### config.mk
export PLATFORM = sky130hd
export DESIGN_NAME = sdram_cmd_scheduler
export DESIGN_NICKNAME = d
export VERILOG_FILES = /design/src/rtl/sdram_cmd_scheduler.sv
export SDC_FILE = /design/constraint.sdc
export NUM_CORES = 1
export LEC_CHECK = 0
export BUFFER_PORTS_ARGS = -buffer_cell sky130_fd_sc_hd__buf_2
export CORE_MARGIN = 2
export CORE_UTILIZATION = 49
export DETAILED_ROUTE_END_ITERATION = 10
export PLACE_DENSITY_LB_ADDON = 0.05
export SKIP_LAST_GASP = 1
export SLEW_MARGIN = 10
export SYNTH_ARGS = -nofsm -noshare
export SYNTH_HDL_FRONTEND = slang
export SYNTH_SLANG_ARGS = --single-unit
### constraint.sdc
create_clock -name clk -period 3.5 [get_ports clk]
set_input_delay 1.05 -clock clk [delete_from_list [all_inputs] [get_ports clk]]
set_output_delay 1.05 -clock clk [all_outputs]
set_load 0.03 [all_outputs]
### src/rtl/sdram_cmd_scheduler.sv
// sdram_cmd_scheduler: single-request SDRAM command sequencer.
// Accepts one read/write request at a time and resolves it against an
// external open-row tracker (hit / empty bank / row miss). It then issues the
// ACT/PRE/RD/WR sequence while honouring tRCD, tRP and per-bank tRAS.
// The request, bank bitmap, timers and FSM state are all registered. cmd and
// the tracker pulses are decoded from that state in the output process. The
// decode has to be combinational because the DECIDE-cycle command depends on
// row_hit, and the tracker computes row_hit from our registered query_* in
// that same cycle.

module sdram_cmd_scheduler #(
    parameter int unsigned ROW_BITS  = 13,
    parameter int unsigned COL_BITS  = 10,
    parameter int unsigned BANK_BITS = 2,
    parameter int unsigned T_RCD     = 2,
    parameter int unsigned T_RP      = 2,
    parameter int unsigned T_RAS     = 5
) (
    input  logic                 clk,
    input  logic                 rst,
    input  logic                 req_valid,
    output logic                 req_ready,
    input  logic                 req_we,
    input  logic [BANK_BITS-1:0] req_bank,
    input  logic [ROW_BITS-1:0]  req_row,
    input  logic [COL_BITS-1:0]  req_col,
    output logic [2:0]           cmd,
    output logic [BANK_BITS-1:0] cmd_bank,
    output logic [ROW_BITS-1:0]  cmd_addr,
    output logic                 set_active_pulse,
    output logic [BANK_BITS-1:0] set_bank,
    output logic [ROW_BITS-1:0]  set_row,
    output logic                 clear_active_pulse,
    output logic [BANK_BITS-1:0] clear_bank,
    output logic [BANK_BITS-1:0] query_bank,
    output logic [ROW_BITS-1:0]  query_row,
    input  logic                 row_hit
);

    localparam int unsigned NUM_BANKS = 2 ** BANK_BITS;
    localparam int unsigned MAX_T =
        (T_RAS > T_RCD) ? ((T_RAS > T_RP) ? T_RAS : T_RP)
                        : ((T_RCD > T_RP) ? T_RCD : T_RP);
    localparam int unsigned CNT_W = $clog2(MAX_T) + 1;

    localparam logic [2:0] CMD_NOP = 3'd0;
    localparam logic [2:0] CMD_ACT = 3'd1;
    localparam logic [2:0] CMD_PRE = 3'd2;
    localparam logic [2:0] CMD_RD  = 3'd3;
    localparam logic [2:0] CMD_WR  = 3'd4;

    typedef enum logic [2:0] {
        S_IDLE,
        S_DECIDE,
        S_WAIT_PRE,
        S_WAIT_RP,
        S_WAIT_RCD
    } state_t;

    state_t               state;
    state_t               state_next;

    logic                 lat_we;
    logic [COL_BITS-1:0]  lat_col;
    logic [NUM_BANKS-1:0] bank_open;
    logic [CNT_W-1:0]     tras_cnt [NUM_BANKS];
    logic [CNT_W-1:0]     wait_cnt;

    logic                 bank_is_open;
    logic                 tras_done;
    logic                 wait_done;
    logic [2:0]           rw_cmd;

    // Decision terms for the latched request's bank
    assign bank_is_open = bank_open[query_bank];
    assign tras_done    = (tras_cnt[query_bank] == '0);
    assign wait_done    = (wait_cnt == '0);
    assign rw_cmd       = lat_we ? CMD_WR : CMD_RD;

    // State register
    always_ff @(posedge clk) begin
        if (rst) begin
            state <= S_IDLE;
        end else begin
            state <= state_next;
        end
    end

    // Next-state logic
    always_comb begin
        state_next = state;
        case (state)
            S_IDLE: begin
                if (req_valid) begin
                    state_next = S_DECIDE;
                end
            end
            S_DECIDE: begin
                if (bank_is_open && row_hit) begin
                    state_next = S_IDLE;
                end else if (!bank_is_open) begin
                    state_next = S_WAIT_RCD;
                end else if (tras_done) begin
                    state_next = S_WAIT_RP;
                end else begin
                    state_next = S_WAIT_PRE;
                end
            end
            S_WAIT_PRE: begin
                if (tras_done) begin
                    state_next = S_WAIT_RP;
                end
            end
            S_WAIT_RP: begin
                if (wait_done) begin
                    state_next = S_WAIT_RCD;
                end
            end
            S_WAIT_RCD: begin
                if (wait_done) begin
                    state_next = S_IDLE;
                end
            end
            default: state_next = S_IDLE;
        endcase
    end

    // Output decode: at most one command per cycle; set/clear never coincide
    always_comb begin
        req_ready          = 1'b0;
        cmd                = CMD_NOP;
        cmd_bank           = '0;
        cmd_addr           = '0;
        set_active_pulse   = 1'b0;
        set_bank           = '0;
        set_row            = '0;
        clear_active_pulse = 1'b0;
        clear_bank         = '0;
        case (state)
            S_IDLE: begin
                req_ready = 1'b1;
            end
            S_DECIDE: begin
                if (bank_is_open && row_hit) begin
                    cmd      = rw_cmd;
                    cmd_bank = query_bank;
                    cmd_addr = ROW_BITS'(lat_col);
                end else if (!bank_is_open) begin
                    cmd              = CMD_ACT;
                    cmd_bank         = query_bank;
                    cmd_addr         = query_row;
                    set_active_pulse = 1'b1;
                    set_bank         = query_bank;
                    set_row          = query_row;
                end else if (tras_done) begin
                    cmd                = CMD_PRE;
                    cmd_bank           = query_bank;
                    clear_active_pulse = 1'b1;
                    clear_bank         = query_bank;
                end
            end
            S_WAIT_PRE: begin
                if (tras_done) begin
                    cmd                = CMD_PRE;
                    cmd_bank           = query_bank;
                    clear_active_pulse = 1'b1;
                    clear_bank         = query_bank;
                end
            end
            S_WAIT_RP: begin
                if (wait_done) begin
                    cmd              = CMD_ACT;
                    cmd_bank         = query_bank;
                    cmd_addr         = query_row;
                    set_active_pulse = 1'b1;
                    set_bank         = query_bank;
                    set_row          = query_row;
                end
            end
            S_WAIT_RCD: begin
                if (wait_done) begin
                    cmd      = rw_cmd;
                    cmd_bank = query_bank;
                    cmd_addr = ROW_BITS'(lat_col);
                end
            end
            default: ;
        endcase
    end

    // Request latch, open-bank bitmap, per-bank tRAS and shared tRCD/tRP timers
    always_ff @(posedge clk) begin
        if (rst) begin
            lat_we     <= 1'b0;
            lat_col    <= '0;
            query_bank <= '0;
            query_row  <= '0;
            bank_open  <= '0;
            wait_cnt   <= '0;
            for (int i = 0; i < NUM_BANKS; i++) begin
                tras_cnt[i] <= '0;
            end
        end else begin
            if (state == S_IDLE && req_valid) begin
                lat_we     <= req_we;
                lat_col    <= req_col;
                query_bank <= req_bank;
                query_row  <= req_row;
            end

            if (set_active_pulse) begin
                bank_open[set_bank] <= 1'b1;
            end else if (clear_active_pulse) begin
                bank_open[clear_bank] <= 1'b0;
            end

            for (int i = 0; i < NUM_BANKS; i++) begin
                if (set_active_pulse && set_bank == BANK_BITS'(i)) begin
                    tras_cnt[i] <= CNT_W'(T_RAS - 1);
                end else if (tras_cnt[i] != '0) begin
                    tras_cnt[i] <= tras_cnt[i] - CNT_W'(1);
                end
            end

            if (set_active_pulse) begin
                wait_cnt <= CNT_W'(T_RCD - 1);
            end else if (clear_active_pulse) begin
                wait_cnt <= CNT_W'(T_RP - 1);
            end else if (wait_cnt != '0) begin
                wait_cnt <= wait_cnt - CNT_W'(1);
            end
        end
    end

endmodule

* After elaboration in Yosys (flattened, before gate mapping)
Memories as Yosys holds them, arrays and structs flattened. A register that Yosys moved wholly into a read port is not among the register bits.
Cells that the tools add are included.
** Storage, ports and cells
- Logic and storage cells :: 156
- Output and inout port bits :: 53
- Register bits after elaboration :: 37
- Input port bits :: 30
- RAM bits :: 16
- Memories :: 1
** Cells by class
- Reductions and logical operators :: 22
- Add/subtract/negate cells :: 5
- Magnitude comparators :: 5
- Bitwise gates (word level) :: 11
- Equal/unequal tests :: 11
- Multiplexer cells :: 93
** Memories
- tras_cnt :: depth 4, bits a word 4, rd ports 5, clocked after Yosys merged registers in 1, wr ports 4, line 66 : logic [CNT_W-1:0] tras_cnt [NUM_BANKS];
** Operators with widths (count)
- two-way mux 13 bit :: 4
- two-way mux 1 bit :: 45
- two-way mux 4 bit :: 10
- one-hot mux 13 bit (3 select lines) :: 1
- two-way mux 3 bit :: 9
- one-hot mux 13 bit (2 select lines) :: 1
- two-way mux 2 bit :: 12
- nonzero test 4 bit :: 5
- subtractor 4 x 1 -> 4 bit, second input constant :: 5
- one-hot mux 3 bit (5 select lines) :: 1
- one-hot mux 3 bit (4 select lines) :: 1
- two-way mux 10 bit :: 1
- less-than comparator 2 x 3 -> 1 bit, second input constant :: 3
- logical AND 1 bit :: 8
- zero test 4 bit :: 2
- != test 2 bit, second input constant :: 4
- bitwise OR 1 bit :: 8
- one-hot mux 2 bit (2 select lines) :: 2
- equality test 3 x 2 -> 1 bit, second input constant :: 2
- one-hot mux 2 bit (3 select lines) :: 1
- AND 4 bit :: 1
- demux 1 bit (select 2 bit) :: 2
- equality test 2 bit, second input constant :: 2
- greater-or-equal comparator 2 x 1 -> 1 bit, second input constant :: 2
- other kinds (14) :: 15

* Longest topological paths before layout
- Word-level depth :: 13
- Mapped depth :: 11
- Mapped depth without buffers :: 9

* Worst setup path before layout
Ideal clock, no wire load.
- Path type :: reg-to-output
- Start point :: register wait_cnt[0]
- End point :: output cmd_addr[8]
- Cell stages (with the launch flop) :: 12
- Path buffers :: 2
- Arrival :: 2187 ps
- Slack :: 263 ps
- Required time :: 2450 ps
- Cells stage by stage :: dfxtp_1 inv_1 ha_1 or3b_1 buf_6 or2_1 nand2_2 nand2_2 inv_2 buf_6 and2_2 a21o_1
** Between the ends
- Longest elaborated chain between the ends :: 3
- Elaborated cells between the ends (all ways) :: 4
- Those cells by class :: mux: 3; reduce/logical: 1
** RTL lines
- from (decl) :: line 67 : logic [CNT_W-1:0] wait_cnt;
- from (signal assigned) :: line 226 : wait_cnt <= CNT_W'(T_RCD - 1);
- from (signal assigned) :: line 228 : wait_cnt <= CNT_W'(T_RP - 1);
- from (signal assigned) :: line 230 : wait_cnt <= wait_cnt - CNT_W'(1);
- zero test 4 bit (*) :: line 77 : assign wait_done = (wait_cnt == '0);
- two-way mux 10 bit / two-way mux 13 bit (equally long branches) :: line 181, 171
- one-hot mux 13 bit (3 select lines) (*) :: line 139 : case (state)
- to (decl) :: line 29 : output logic [ROW_BITS-1:0] cmd_addr,
Mark *: on every way between the ends. The rest lies on a longest branch, timed or not.

==> qor.yml <==
grt:
  busiest_layer: "met2"
  globalRouteOverflowTotal: 0
  grt_max_degree: 30
  grt_pass1_wl_um: 11430
  grtUsageTotal_pct: 21.89
  met2_usage_pct: 34.80
  grtUsageMet1_pct: 30.65
  use_met3_pct: 4.176
  antenna_found_initial: 0
  grt_pass1_vias: 2427
detailed_routing:
  drc: 0
  drt_iter0_markers: 144
  wirelength_um: 7215
  detail-route-antenna-nets: 0
  via_count: 2731
  wl_per_cell_um: 14.52
  dr.pass1.iters: 4
  viasPerCell: 5.495
place:
  post-dp-hpwl_um: 5325
  place_congestion: 0.8497
  place_inst: 489
  placed_cell_area_mm2: 0.003423
  portBuffers: 82
pwr:
  power_mw: 2.237
  switchingPower_mw: 0.9058
  internal_power_mw: 1.331
  seq_power_share_pct: 42.6
  switching_share_pct: 40.50
  p_comb_share_pct: 40.9
  p_per_area_mw_per_mm2: 633.0
  leakage_nw: 1.656
  ir_drop_mv: 0.2742
  pwr-share-clk_pct: 16.5
logic_synthesis:
  synth_edf_count: 16
  synth_area_mm2: 0.002985
  syn-num-nets: 380
  ys_seq_area_share_pct: 42.25
  synth_cell_types: 62
  async_flop_share_pct: 0
  synth_top_area_share_pct: 26.15
  syn_inst: 344
  ys_warn_count: 0
  synth_area_leaders: "dfxtp_1, edfxtp_1, nand2_1"
  synth_area_leader_cell: "dfxtp_1"
  synth.avg_cell_area_um2: 8.678
  ys.flop_type: "dfxtp_1"
  synth-seq-cells: 55
worst_hold_path:
  hold_class: "reg2reg"
  holdPathStages: 2
floorplanning:
  fp.dieH_um: 82.06
  num_rows: 28
  core_area_mm2: 0.005921
  dieWidth_um: 82.06
  start_util_pct: 50.42
  dieArea_mm2: 0.006733
  io_pins: 83
setup_path:
  crit_type: "reg2out"
  worstSetupStartpointType: "flop"
  startpoint: "tras_cnt[3][0]"
  rr_worst_depth: 8
  cp.required_ps: 2450
  r2r_slack_ps: 1210
  end_kind: "primary output"
  endpoint: "cmd_bank[0]"
  cp_max_fo: 5
  r2r_end: "tras_cnt[2][3]"
  r2r-start: "wait_cnt[0]"
  crit_arrival_ps: 2280
clock_tree:
  worstSkewPairLatency_ps: 320
  holdBufCountCts: 0
  numCtsBuffers: 5
  cts_resized: 0
  cts_setup_buffers: 0
  cts_root_buf: "clkbuf_8"
  htree_levels: 2
  cts_tree: "yes"
  cts.clk_slew.worst_paths_ps: 110
  cts.sinks: 55
  clockBufferDepth: 2
finish:
  antenna_cells: 0
  layout_common_cells: "buf_2, nand2_1, dfxtp_1"
  num-nets-final: 457
  final_common_cell: "buf_2"
  layout-drive-gt1-share_pct: 27.96
  postLayoutCellArea_mm2: 0.003533
  area_growth_pct: 18.36
  finish.utilization_pct: 59.68
  stdcell_count: 497
timing:
  setup_viol: 0
  timing.slew.headroom_pct: 40.03
  period_needed_ps: 3330
  period_share_pct: 95.13
  maxSlewViolCount: 0
  worst_slew_pin_slew_ps: 899.5
  fmax_mhz: 300.3
  hold_viol: 0
  fin_skew_ps: 14.32
  rsz0062_at_grt: "true"
  hold_slack_ps: 464.6
job:
  drv_cap: 0
status:
  status: "completed"
-- cell type report --
type	count	area (um^2)
clock buffer	5	68.82
clock inverter	3	21.27
fill	565	2387
inverter	19	76.32
multi-input combinational	251	1546
sequential	55	1261
tap	75	93.84
timing repair buffer	89	465.4
-- power groups by stage --
stage | sequential (mW) | combinational (mW) | clock (mW)
3_5_place_dp | 0.961 | 0.906 | 0
2_1_floorplan | 0.957 | 0.694 | 0
4_1_cts | 0.947 | 0.911 | 0.378
6_report | 0.952 | 0.915 | 0.369
5_1_grt | 0.974 | 1.03 | 0.398
3_3_place_gp | 0.956 | 0.883 | 0
-- worst max-delay path, stage by stage (launching register included) --
cell	delay, ps
edfxtp_1	430
or4_1	580
o2bb2ai_2	220
o21ai_2	130
nor3_1	220
o311a_1	200
buf_2	190
-- worst min-delay path by stage --
stage	start	endpoint	slack, ps
after floorplan	lat_col[0]	lat_col[0]	440
after global placement	lat_col[3]	lat_col[3]	450
after detailed placement	lat_col[3]	lat_col[3]	450
after CTS	lat_col[3]	lat_col[3]	470
after global routing	lat_col[7]	lat_col[7]	490
final	lat_col[3]	lat_col[3]	460
-- state kept, by name (all words and copies together) (netlist names), named ones only --
| name | cells |
|---|---|
| bank_open | 4 |
| lat_col | 10 |
| tras_cnt | 16 |
| query_bank | 2 |
| query_row | 13 |
| state | 3 |
| lat_we | 1 |
| wait_cnt | 4 |
-- metrics by stage --
stage	worst slack [ps]	TNS, ps
finish	170.5	0
global route	-0.2560	-0.2560
CTS	49.89	0
detailed placement	382.5	0
global placement	391.9	0
floorplan	263.0	0
-- Yosys cell counts (2+ instances only) --
cell,count
o31ai_1,2
a21oi_1,33
nand4_1,2
mux2_2,4
a21o_1,12
o21ai_0,4
buf_6,5
mux2i_1,3
dfxtp_1,39
nand2_1,63
a311oi_1,3
o31a_1,2
nor3_1,10
or3b_1,2
nand2_2,2
xnor2_1,4
buf_2,4
inv_1,18
o211ai_1,2
or3_1,2
nor3b_1,2
and2_2,2
clkbuf_1,8
and2_1,16
nor4_1,3
o2111a_1,2
ha_1,6
a2111oi_0,3
and3_1,4
nand3_1,5
a2111oi_1,2
nor2_1,30
edfxtp_1,16
-- logic make-up (layout without fill, tap and decap cells) --
logic type	after synthesis	after routing	share of synthesized area (%)
compound gates	79	79	18.94
xor+xnor	5	5	1.467
fa+ha+maj	6	6	2.515
buf+inv	38	116	6.370
flops	55	55	42.25
mux	9	9	4.023
simple gates	152	152	24.43
-- layer usage --
metal	wire length, um	vias to the layer above
met5	0	-
met2	3412	79
met1	3365	1290
met4	66	0
met3	371	6
li1	-	1356
Note: power is estimated with default switching activity, not from simulation.
